$ cat config.mk
export PLATFORM = sky130hd
export DESIGN_NAME = regfl_wr_arb
export DESIGN_NICKNAME = d
export VERILOG_FILES = /design/src/rtl/regfl_pkg.sv /design/src/rtl/regfl_rf.sv /design/src/rtl/rr_pick.sv /design/src/rtl/regfl_wr_arb.sv
export SDC_FILE = /design/constraint.sdc
export NUM_CORES = 1
export LEC_CHECK = 0
export BUFFER_PORTS_ARGS = -buffer_cell sky130_fd_sc_hd__buf_2
export CORE_MARGIN = 2
export CORE_UTILIZATION = 45
export CTS_CLUSTER_SIZE = 20
export DETAILED_ROUTE_END_ITERATION = 10
export HOLD_SLACK_MARGIN = 0.08
export PLACE_DENSITY = 0.77
export SETUP_SLACK_MARGIN = 0.2
export SYNTH_ARGS = -nofsm -noshare
export SYNTH_HDL_FRONTEND = slang
export SYNTH_SLANG_ARGS = --single-unit
$ cat constraint.sdc
create_clock -name clk -period 13.75 [get_ports clk]
set_clock_uncertainty 0.2 [all_clocks]
set_input_delay 0 -clock clk [delete_from_list [all_inputs] [get_ports clk]]
set_output_delay 0 -clock clk [all_outputs]
set_load 0.02 [all_outputs]
$ cat src/rtl/regfl_pkg.sv
// Shared constants for the register-file write-port arbiter.
// Sizes of the requester array, register select and register data.
package regfl_pkg;

   localparam int N_REQ  = 4;
   localparam int ADDR_W = 3;
   localparam int DATA_W = 64;
   localparam int N_REGS = 8;
   localparam int PTR_W  = 2;

endpackage

$ cat src/rtl/regfl_rf.sv
// 8 x 64-bit register file with one write port and one read port.
// Ports: clk, rst, we/s/d write; rd_s in, rd_d out (combinational).
module regfl_rf
   import regfl_pkg::*;
(
   input  logic              clk,
   input  logic              rst,
   input  logic              we,
   input  logic [ADDR_W-1:0] s,
   input  logic [DATA_W-1:0] d,
   input  logic [ADDR_W-1:0] rd_s,
   output logic [DATA_W-1:0] rd_d
);

   logic [DATA_W-1:0] mem_q [N_REGS];

   // contents survive reset; a write landing on a reset edge is dropped
   always_ff @(posedge clk) begin
      if (we && !rst) begin
         mem_q[s] <= d;
      end
   end

   assign rd_d = mem_q[rd_s];

endmodule

$ cat src/rtl/rr_pick.sv
// Combinational round-robin picker over four requesters.
// Ports: req/ptr/en in; one-hot gnt, binary idx, any out.
module rr_pick
   import regfl_pkg::*;
(
   input  logic [N_REQ-1:0] req,
   input  logic [PTR_W-1:0] ptr,
   input  logic             en,
   output logic [N_REQ-1:0] gnt,
   output logic [PTR_W-1:0] idx,
   output logic             any
);

   logic [N_REQ-1:0] rot;
   logic [PTR_W-1:0] pidx;
   logic             hit;

   always_comb begin
      // rotate so requester ptr sits at bit 0
      rot  = N_REQ'({req, req} >> ptr);
      pidx = '0;
      hit  = 1'b0;
      for (int i = N_REQ - 1; i >= 0; i--) begin
         if (rot[i]) begin
            pidx = PTR_W'(i);
            hit  = 1'b1;
         end
      end
      any = en & hit;
      // rotate back; 2-bit add wraps mod 4
      idx = pidx + ptr;
      gnt = any ? (N_REQ'(1) << idx) : '0;
   end

endmodule

$ cat src/rtl/regfl_wr_arb.sv
// Round-robin arbiter sharing the register file write port.
// Ports: clk, rst, req/req_addr/req_data, hold, rd_s in;
//        gnt, we, s, d, wr_valid, rd_d out.
module regfl_wr_arb
   import regfl_pkg::*;
(
   input  logic                    clk,
   input  logic                    rst,
   input  logic [N_REQ-1:0]        req,
   input  logic [N_REQ*ADDR_W-1:0] req_addr,
   input  logic [N_REQ*DATA_W-1:0] req_data,
   input  logic                    hold,
   input  logic [ADDR_W-1:0]       rd_s,
   output logic [N_REQ-1:0]        gnt,
   output logic                    we,
   output logic [ADDR_W-1:0]       s,
   output logic [DATA_W-1:0]       d,
   output logic [N_REGS-1:0]       wr_valid,
   output logic [DATA_W-1:0]       rd_d
);

   logic [PTR_W-1:0]  ptr_q, ptr_d;
   logic              we_q, we_d;
   logic [ADDR_W-1:0] s_q, s_d;
   logic [DATA_W-1:0] d_q, d_d;
   logic [N_REGS-1:0] wv_q, wv_d;
   logic [PTR_W-1:0]  win_idx;
   logic              win_any;
   logic              pick_en;

   assign pick_en = !rst && !hold;

   rr_pick u_pick (
      .req (req),
      .ptr (ptr_q),
      .en  (pick_en),
      .gnt (gnt),
      .idx (win_idx),
      .any (win_any)
   );

   always_comb begin
      ptr_d = ptr_q;
      we_d  = win_any;
      s_d   = s_q;
      d_d   = d_q;
      wv_d  = wv_q;
      if (win_any) begin
         s_d       = req_addr[win_idx*ADDR_W +: ADDR_W];
         d_d       = req_data[win_idx*DATA_W +: DATA_W];
         ptr_d     = win_idx + PTR_W'(1);
         wv_d[s_d] = 1'b1;
      end
   end

   always_ff @(posedge clk) begin
      if (rst) begin
         ptr_q <= '0;
         we_q  <= 1'b0;
         s_q   <= '0;
         d_q   <= '0;
         wv_q  <= '0;
      end else begin
         ptr_q <= ptr_d;
         we_q  <= we_d;
         s_q   <= s_d;
         d_q   <= d_d;
         wv_q  <= wv_d;
      end
   end

   assign we       = we_q;
   assign s        = s_q;
   assign d        = d_q;
   assign wr_valid = wv_q;

   regfl_rf u_rf (
      .clk  (clk),
      .rst  (rst),
      .we   (we_q),
      .s    (s_q),
      .d    (d_q),
      .rd_s (rd_s),
      .rd_d (rd_d)
   );

endmodule

# Word level (Yosys, flattened, before mapping)
# Memories as Yosys holds them, arrays and structs flattened.
# Cells that the tools add are included.
[totals] ff_bits=78 ram_bits=512 output_inout_bits=144 elab_cells=35 n_memories=1
[mem_list] name="u_rf.mem_q" depth=8 width=64 rd=1 rd_clocked_by_memory_dff=0 wr=1 line_no="regfl_rf.sv:15" source="logic [DATA_W-1:0] mem_q [N_REGS];"
[classes] n_addsub=2 n_mul=1 magnitude_cmp=2 n_shift=4 n_mux=13 bitwise=2 n_reduce_logical=5
[ops] operator="256-bit by 9-bit variable part select with 64-bit output" n=1
[ops] operator="12-bit by 5-bit variable part select with 3-bit output" n=1
[ops] operator="2-bit two-way mux" n=4
[ops] operator="8-bit bitwise OR" n=1
[ops] operator="8-bit by 2-bit >> shifter with 4-bit output" n=1
[ops] operator="1-bit two-way mux" n=7
[ops] operator="3-bit by 4-bit less-than comparator with 1-bit output (second input constant)" n=1
[ops] operator="2-bit by 2-bit multiplier with 4-bit output (second input constant)" n=1
[ops] operator="4-bit two-way mux" n=1
[ops] operator="1-bit by 2-bit << shifter with 4-bit output (first input constant)" n=1
[ops] operator="1-bit demux with 3-bit select" n=1
[ops] operator="3-bit by 1-bit greater-or-equal comparator with 1-bit output (second input constant)" n=1
[ops] operator="1-bit logical AND" n=3
[ops] operator="2-bit by 1-bit adder with 2-bit output (second input constant)" n=1
[ops] operator="2-bit adder" n=1
[ops] operator="1-bit logical NOT" n=2
[ops] operator="1-bit bitwise AND" n=1

# Longest topological paths before layout
# Gate-level depths: netlist (run 1).
[logic_depth] ltp_word=13 ltp_mapped=14 mapped_depth_nobuf=11

# By module
# From an unflattened synthesis (run 1), not the netlist that was laid out.
[hier_totals] cells_unflattened=1133 area_unflattened_um2=23891.7
[by_module_without_submodules] mod="regfl_rf" instances=1 cells_per_inst=752 area_each_um2=19272.2 seq_area_each_um2=15374.7
[by_module_without_submodules] mod="regfl_wr_arb" instances=1 cells_per_inst=346 area_each_um2=4362.9 seq_area_each_um2=1561.5
[by_module_without_submodules] mod="rr_pick" instances=1 cells_per_inst=35 area_each_um2=256.5 seq_area_each_um2=0.0

# Worst setup path before layout (run 1)
# OpenSTA, ideal clock, no wires.
[synth_timing] kind="reg-to-reg" start="register we_q (netlist: we)" end="memory u_rf.mem_q[0][0] (enable)" setup_ps=565 t_arrival_ps=5304 required_time_ps=12985 path_slack_ps=7681 stages_incl_launch_ff=3 period_less_slack_ps=6069 path_cell_list="dfxtp_1 > or3b_2 > nor3_1"
[synth_via] elab_chain_len=3
[synth_lines] element="from (decl)" line_no="regfl_wr_arb.sv:23" source="logic we_q, we_d;"
[synth_lines] element="from (signal assigned)" line_no="regfl_wr_arb.sv:65" source="we_q <= we_d;"
[synth_lines] element="1-bit logical AND" line_no="regfl_rf.sv:19" source="if (we && !rst) begin"
[synth_lines] element="1-bit two-way mux" line_no="regfl_rf.sv:19"
[synth_lines] element="1-bit two-way mux (not written as such)" line_no="regfl_rf.sv:20" source="mem_q[s] <= d;"
[synth_lines] element="to (decl)" line_no="regfl_rf.sv:15"
# Every way passes these cells.

# Worst setup path after layout (run 1)
[layout_timing] start="register ptr_q[0]" end="register d_q[63] (netlist: d[63])"
[layout_via] elab_chain_len=7
[layout_lines] element="from (decl)" line_no="regfl_wr_arb.sv:22" source="logic [PTR_W-1:0] ptr_q, ptr_d;"
[layout_lines] element="from (signal assigned)" line_no="regfl_wr_arb.sv:64" source="ptr_q <= ptr_d;"
[layout_lines] element="8-bit by 2-bit >> shifter with 4-bit output" line_no="rr_pick.sv:20" source="rot = N_REQ'({req, req} >> ptr);"
[layout_lines] element="2-bit two-way mux (4 in a row)" line_no="rr_pick.sv:24" source="if (rot[i]) begin"
[layout_lines] element="2-bit adder" line_no="rr_pick.sv:31" source="idx = pidx + ptr;"
[layout_lines] element="256-bit by 9-bit variable part select with 64-bit output" line_no="regfl_wr_arb.sv:50" source="d_d = req_data[win_idx*DATA_W +: DATA_W];"
[layout_lines] element="to (signal assigned)" line_no="regfl_wr_arb.sv:61" source="d_q <= '0;"
[layout_lines] element="to (signal assigned)" line_no="regfl_wr_arb.sv:67" source="d_q <= d_d;"
[layout_lines] element="to (decl)" line_no="regfl_wr_arb.sv:25" source="logic [DATA_W-1:0] d_q, d_d;"
# Parallel ways exist; a longest one is shown, timed or not.
# A chain may end at the register's enable or synchronous reset.

==> results.txt, run 1 <==
status - finished clean
routed vias/inst - 5.799
Hold Path Class - input pin to register
die extent in x - 240.6 um
area leader, netlist - edfxtp_1
vias in the first global route - 17549
design area - 32990 um^2
CP Cell Sequence - nor2_1, a221oi_1, a31oi_1, a211o_1, ha_4, buf_4, buf_4, mux2_2, dlygate4sd3_1, a221oi_1, dlygate4sd3_1, o21ai_0, dlygate4sd3_1
Fin Setup TNS - 0 ns
Clock Latency Late Sink - 0.60 ns
Tmin final - 6.497 ns
critical-path maximum fanout - 66
top_reg_cell synth - edfxtp_1
Via Count - 16868
CTS Sinks - 590
Gates resized, CTS repair - 0
Area Growth Syn to Fin - 30.97%
hold_ws - 0.1442 ns
hold path startpoint - hold
CTS tree - yes
fin nets - 2393
fmax - 0.1539 GHz
Slowest cell on crit path - buf_4
Setup crit start kind - register
synthesized instance count - 1425
Cell variety after synth - 56
Area after DPL - 28040 um^2
r2r setup slk - 7.25 ns
RSZ-0062 raised after global routing - no
grt ovf - 0
Worst-Margin Slew - 1.068 ns
first-pass GRT wire length - 99040 um
share of layout cells above drive strength 1 - 0.4148
initial antenna violation count - 1
pin count of the biggest net entering global routing - 80
sequential-to-total area share from yosys stat - 0.6724
hold endpoint - wr_valid[0]
IO Port Bufs - 421
Req. time, crit path - 14.03 ns
boundary pin count - 422
Worst R2R Start - ptr_q[0]
DRT Pass-1 Iters - 8
Starting Density - 0.4563
pwr/cell area - 174.1 nW/um^2
Yosys Warn Count - 0
post-layout util - 0.5976
Arr. time, crit path - 6.78 ns
clock slew at reported path FFs - 0.06 ns
top-count cell post-synth - edfxtp_1
Max-slew headroom - 0.2879
worst-case reg-to-reg path depth - 13
core area - 55200 um^2
Slew Limit Fails - 0
Syn Nets - 1708
crit path kind - register to register
H-tree depth - 2
Detail Route Antenna Nets - 0
CTS Buffer Depth - 3
EDFF count, synth - 512
Synth Cell Area - 25190 um^2
Reg-to-Reg End - d[63]
Final period util - 0.4725
Tot GR Track Use - 0.2263
Yosys reg bits - 590
final wirelength - 66640 um
# rows - 86
MaxCap Viol Count - 0
Root Buffer - clkbuf_16
Final Hold Viols - 0
CP endpoint kind - register
cell repeated most along the worst path - dlygate4sd3_1
DRC - 0
maximum VDD drop - 0.1343 mV
RePlAce Congestion - 0.8189
fillers - 3869
ys async rst share - 0
hold depth - 4
Yosys top cell area share - 0.6104
WL per Instance - 22.91 um
final setup violation count - 0
CTS Buf Count - 59
Leakage - 11.94 nW
top cells by count, synth - 512 x edfxtp_1, 195 x mux2_2, 133 x a221oi_1
Post-Synthesis Mean Instance Area - 17.68 um^2
die area - 57880 um^2
Die Height - 240.6 um
DR iter-0 viols - 1268
cells taking the most area after synthesis - edfxtp_1 61%, mux4_2 11%, mux2_2 8.7%
Largest stage delay, worst path - 0.73 ns
DP HPWL - 36200 um
-- metal layers --
layer / track usage / wire length [um] / vias up
met5: 0 / 0 / -
met4: 0.09016 / 2416 / 0
met3: 0.04804 / 5057 / 192
met2: 0.3866 / 33570 / 827
met1: 0.2823 / 25590 / 8539
li1: - / - / 7310
-- cells in the final DEF, fill, tap and decap left out, drive strengths merged, types with 3 or more instances in the layout --
master | netlist | layout
edfxtp | 512 | 512
nand4 | 4 | 4
nor4 | 8 | 8
a32o | 3 | 3
a31oi | 3 | 3
mux4 | 128 | 128
nor2b | 10 | 10
nand2 | 79 | 79
and2 | 5 | 5
a311o | 6 | 6
nor3 | 3 | 3
clkinvlp | 0 | 7
dlygate4sd3 | 0 | 287
or3 | 3 | 3
clkbuf | 58 | 67
nand2b | 3 | 3
nand3 | 3 | 3
a221oi | 133 | 133
dfxtp | 78 | 78
nor2 | 24 | 24
ha | 5 | 5
bufinv | 0 | 10
inv | 8 | 10
mux2 | 195 | 195
buf | 53 | 447
o21ai | 68 | 68
clkinv | 1 | 27
-- power by group --
| part | internal [mW] | switching [mW] |
|---|---|---|
| clock | 1.01 | 0.674 |
| sequential | 2.31 | 0.275 |
| combinational | 0.728 | 0.748 |
| total | 4.05 | 1.70 |
-- registers in the layout, indices dropped and copies added, names as in the netlist --
name        cells
ptr_q           2
s               3
d              64
u_rf.mem_q    512
wr_valid        8
we              1
-- area by class of cell --
type | instances | area (um^2) | area share
inverter | 9 | 36.28 | 0.001100
sequential | 590 | 16940 | 0.5134
tap | 748 | 935.9 | 0.02837
multi-input combinational | 715 | 7807 | 0.2367
antenna | 1 | 2.502 | 0.00007585
timing repair buffer | 735 | 5200 | 0.1576
clock inverter | 45 | 506.7 | 0.01536
clock buffer | 66 | 1565 | 0.04745
-- worst max path at each step --
stage,startpoint,to,cells after the start
after floorplan,we,u_rf.mem_q[0][0],2
after global placement,ptr_q[0],d[63],10
after detailed placement,ptr_q[0],d[63],10
after CTS,ptr_q[0],d[24],13
after global routing,ptr_q[0],d[26],13
final,ptr_q[0],d[63],13
-- metrics by stage --
stage | worst slack [ns] | power [mW] | cells
5_1_grt | 6.978 | 5.974 | 2909
3_3_place_gp | 9.255 | 3.689 | 2510
2_1_floorplan | 7.681 | 3.316 | 1425
6_report | 7.253 | 5.745 | 2909
3_5_place_dp | 9.020 | 3.746 | 2510
4_1_cts | 7.455 | 5.722 | 2908
-- critical path: cells and delay by family (launching register included) --
kind | cells | cell delay, ns
compound gates | 5 | 1.17
flops | 1 | 0.56
buf+inv | 5 | 3.22
fa+ha+maj | 1 | 0.55
mux | 1 | 0.41
simple gates | 1 | 0.09
-- cells by family after synthesis --
kind of cell    count (synthesis)  synth area share
simple gates                  151           0.02806
xor+xnor                        2         0.0006955
compound gates                233           0.07272
flops                         590            0.6724
mux                           324            0.2020
fa+ha+maj                       5          0.002484
buf+inv                       120           0.02166
-- repair_timing --
action	in CTS	in global routing
endpoints found under the hold margin	77	0
buffers inserted	0	0
hold buffers	287	0
No activity file was read; power rests on OpenSTA's default activity.
==> run 2: changes to the inputs <==
==> constraint.sdc (replaced) <==
create_clock -name clk -period 6.2 [get_ports clk]
set_clock_uncertainty 0.2 [all_clocks]
set_input_delay 0 -clock clk [delete_from_list [all_inputs] [get_ports clk]]
set_output_delay 0 -clock clk [all_outputs]
set_load 0.02 [all_outputs]
==> run 2 against run 1 <==
Compared with the run above:
- total power up 120%
- final cell count about the same
- global-route usage up 0.55 points
- worst hold slack better by 0.038 ns
- die area unchanged
- core utilization down 0.37 points
- fmax up 12%
- critical path depth down 1
- wire length up 1.1%
- highest routed layer unchanged
==> results.txt, run 2 (same netlist as run 1, synthesis figures left out) <==
status - finished clean
Req. time, crit path - 6.48 ns
core area - 55200 um^2
Area after DPL - 28070 um^2
Final period util - 0.9356
fin nets - 2394
post-CTS setup repair buffer count - 0
Detail Route Antenna Nets - 0
Arr. time, crit path - 6.08 ns
Root Buffer - clkbuf_16
Final Hold Viols - 0
# rows - 86
Area Growth Syn to Fin - 30.16%
Clock Latency Late Sink - 0.61 ns
Die Height - 240.6 um
DP HPWL - 36230 um
worst-case reg-to-reg path depth - 12
Tmin final - 5.801 ns
Tot GR Track Use - 0.2318
IO Port Bufs - 421
clock slew at reported path FFs - 0.06 ns
r2r setup slk - 0.40 ns
WL per Instance - 23.18 um
grt ovf - 0
final wirelength - 67400 um
fillers - 3899
Worst-Margin Slew - 0.9471 ns
pin count of the biggest net entering global routing - 104
CP endpoint kind - register
post-place setup slack - 1.888 ns
Gates resized, CTS repair - 0
design area - 32790 um^2
hold_ws - 0.1819 ns
Setup crit start kind - register
RePlAce Congestion - 0.8410
final setup violation count - 0
pwr/cell area - 377.7 nW/um^2
routed vias/inst - 5.838
critical-path maximum fanout - 80
end point of the critical path - d[25]
commonest non-fill, non-tap cell in the layout - edfxtp_1
Via Count - 16976
Slew Limit Fails - 0
fmax - 0.1724 GHz
CTS Buffer Depth - 3
MaxCap Viol Count - 0
initial antenna violation count - 0
Fin Setup TNS - 0 ns
RSZ-0062 raised after global routing - no
die area - 57880 um^2
CTS tree - yes
Starting Density - 0.4563
CTS Sinks - 590
Max-slew headroom - 0.3686
die extent in x - 240.6 um
Final WS setup - 0.3990 ns
total chip power - 12.38 mW
Worst R2R Start - ptr_q[0]
first-pass GRT wire length - 101700 um
most frequent cells in the layout - 512 x edfxtp_1, 418 x buf_2, 288 x dlygate4sd3_1
DRC - 0
vias in the first global route - 17825
boundary pin count - 422
Hold Path Class - input pin to register
register with the most flip-flops - u_rf.mem_q
DRT Pass-1 Iters - 7
H-tree depth - 2
CTS Buf Count - 60
Reg-to-Reg End - d[25]
share of layout cells above drive strength 1 - 0.4081
Leakage - 11.84 nW
crit path kind - register to register
maximum VDD drop - 0.3441 mV
Worst Setup SP - ptr_q[0]
DR iter-0 viols - 1268
max reg flops - 512
Hold-fix buffers, CTS - 288
-- run 2: cell types whose count changed in the layout (fill, tap and decap cells not counted) --
cell,previous run,this run
buf_4,28,24
clkinvlp_4,7,2
nor3_2,3,2
nand2_4,1,0
clkbuf_1,3,14
clkinv_2,15,17
dlygate4sd3_1,287,288
clkinv_1,8,10
nand2_2,0,1
clkinv_4,4,1
bufinv_16,10,2
nor3_4,0,1
buf_12,0,3
-- run 2: worst min-delay path by stage --
stage	start	depth (start not counted)	endpoint
after floorplan	rst	2	wr_valid[3]
after global placement	rst	2	ptr_q[0]
after detailed placement	rst	2	ptr_q[0]
after CTS	rst	3	ptr_q[0]
after global routing	rst	3	ptr_q[0]
final	req_data[144]	5	d[16]
-- run 2: per-layer routing --
metal / vias up / GRT usage / routed length (um)
met5: - / 0 / 0
met4: 0 / 0.08696 / 2244
met3: 197 / 0.04484 / 5047
met2: 894 / 0.3991 / 34170
met1: 8568 / 0.2918 / 25930
li1: 7317 / - / -
-- run 2: metrics by stage --
stage	utilization	std cells
6_report	0.5940	2908
5_1_grt	0.5939	2907
4_1_cts	0.5939	2907
3_5_place_dp	0.5086	2509
3_3_place_gp	0.5086	2509
2_1_floorplan	-	1425
-- run 2: layout make-up --
| type | count | area [um^2] | share of cell area |
|---|---|---|---|
| clock buffer | 77 | 1607 | 0.04900 |
| timing repair buffer | 735 | 5240 | 0.1598 |
| multi-input combinational | 715 | 7809 | 0.2382 |
| inverter | 9 | 36.28 | 0.001107 |
| sequential | 590 | 16940 | 0.5166 |
| tap | 748 | 935.9 | 0.02855 |
| antenna | 1 | 2.502 | 0.00007632 |
| clock inverter | 33 | 220.2 | 0.006717 |
-- run 2: report_power, final --
group          total, mW  switching, mW  internal [mW]
Combinational       3.31           1.68           1.62
Sequential          5.72          0.594           5.13
Clock               3.36           1.45           1.90
Total               12.4           3.73           8.65
-- run 2: critical path, stage by stage (launching register included) --
cell	delay (ns)
dfxtp_1	0.55
nor2_1	0.12
a221oi_1	0.34
a31oi_1	0.07
a211o_1	0.33
ha_4	0.89
buf_12	0.45
mux2_2	0.39
dlygate4sd3_1	0.58
a221oi_1	0.37
dlygate4sd3_1	0.64
o21ai_0	0.08
dlygate4sd3_1	0.56
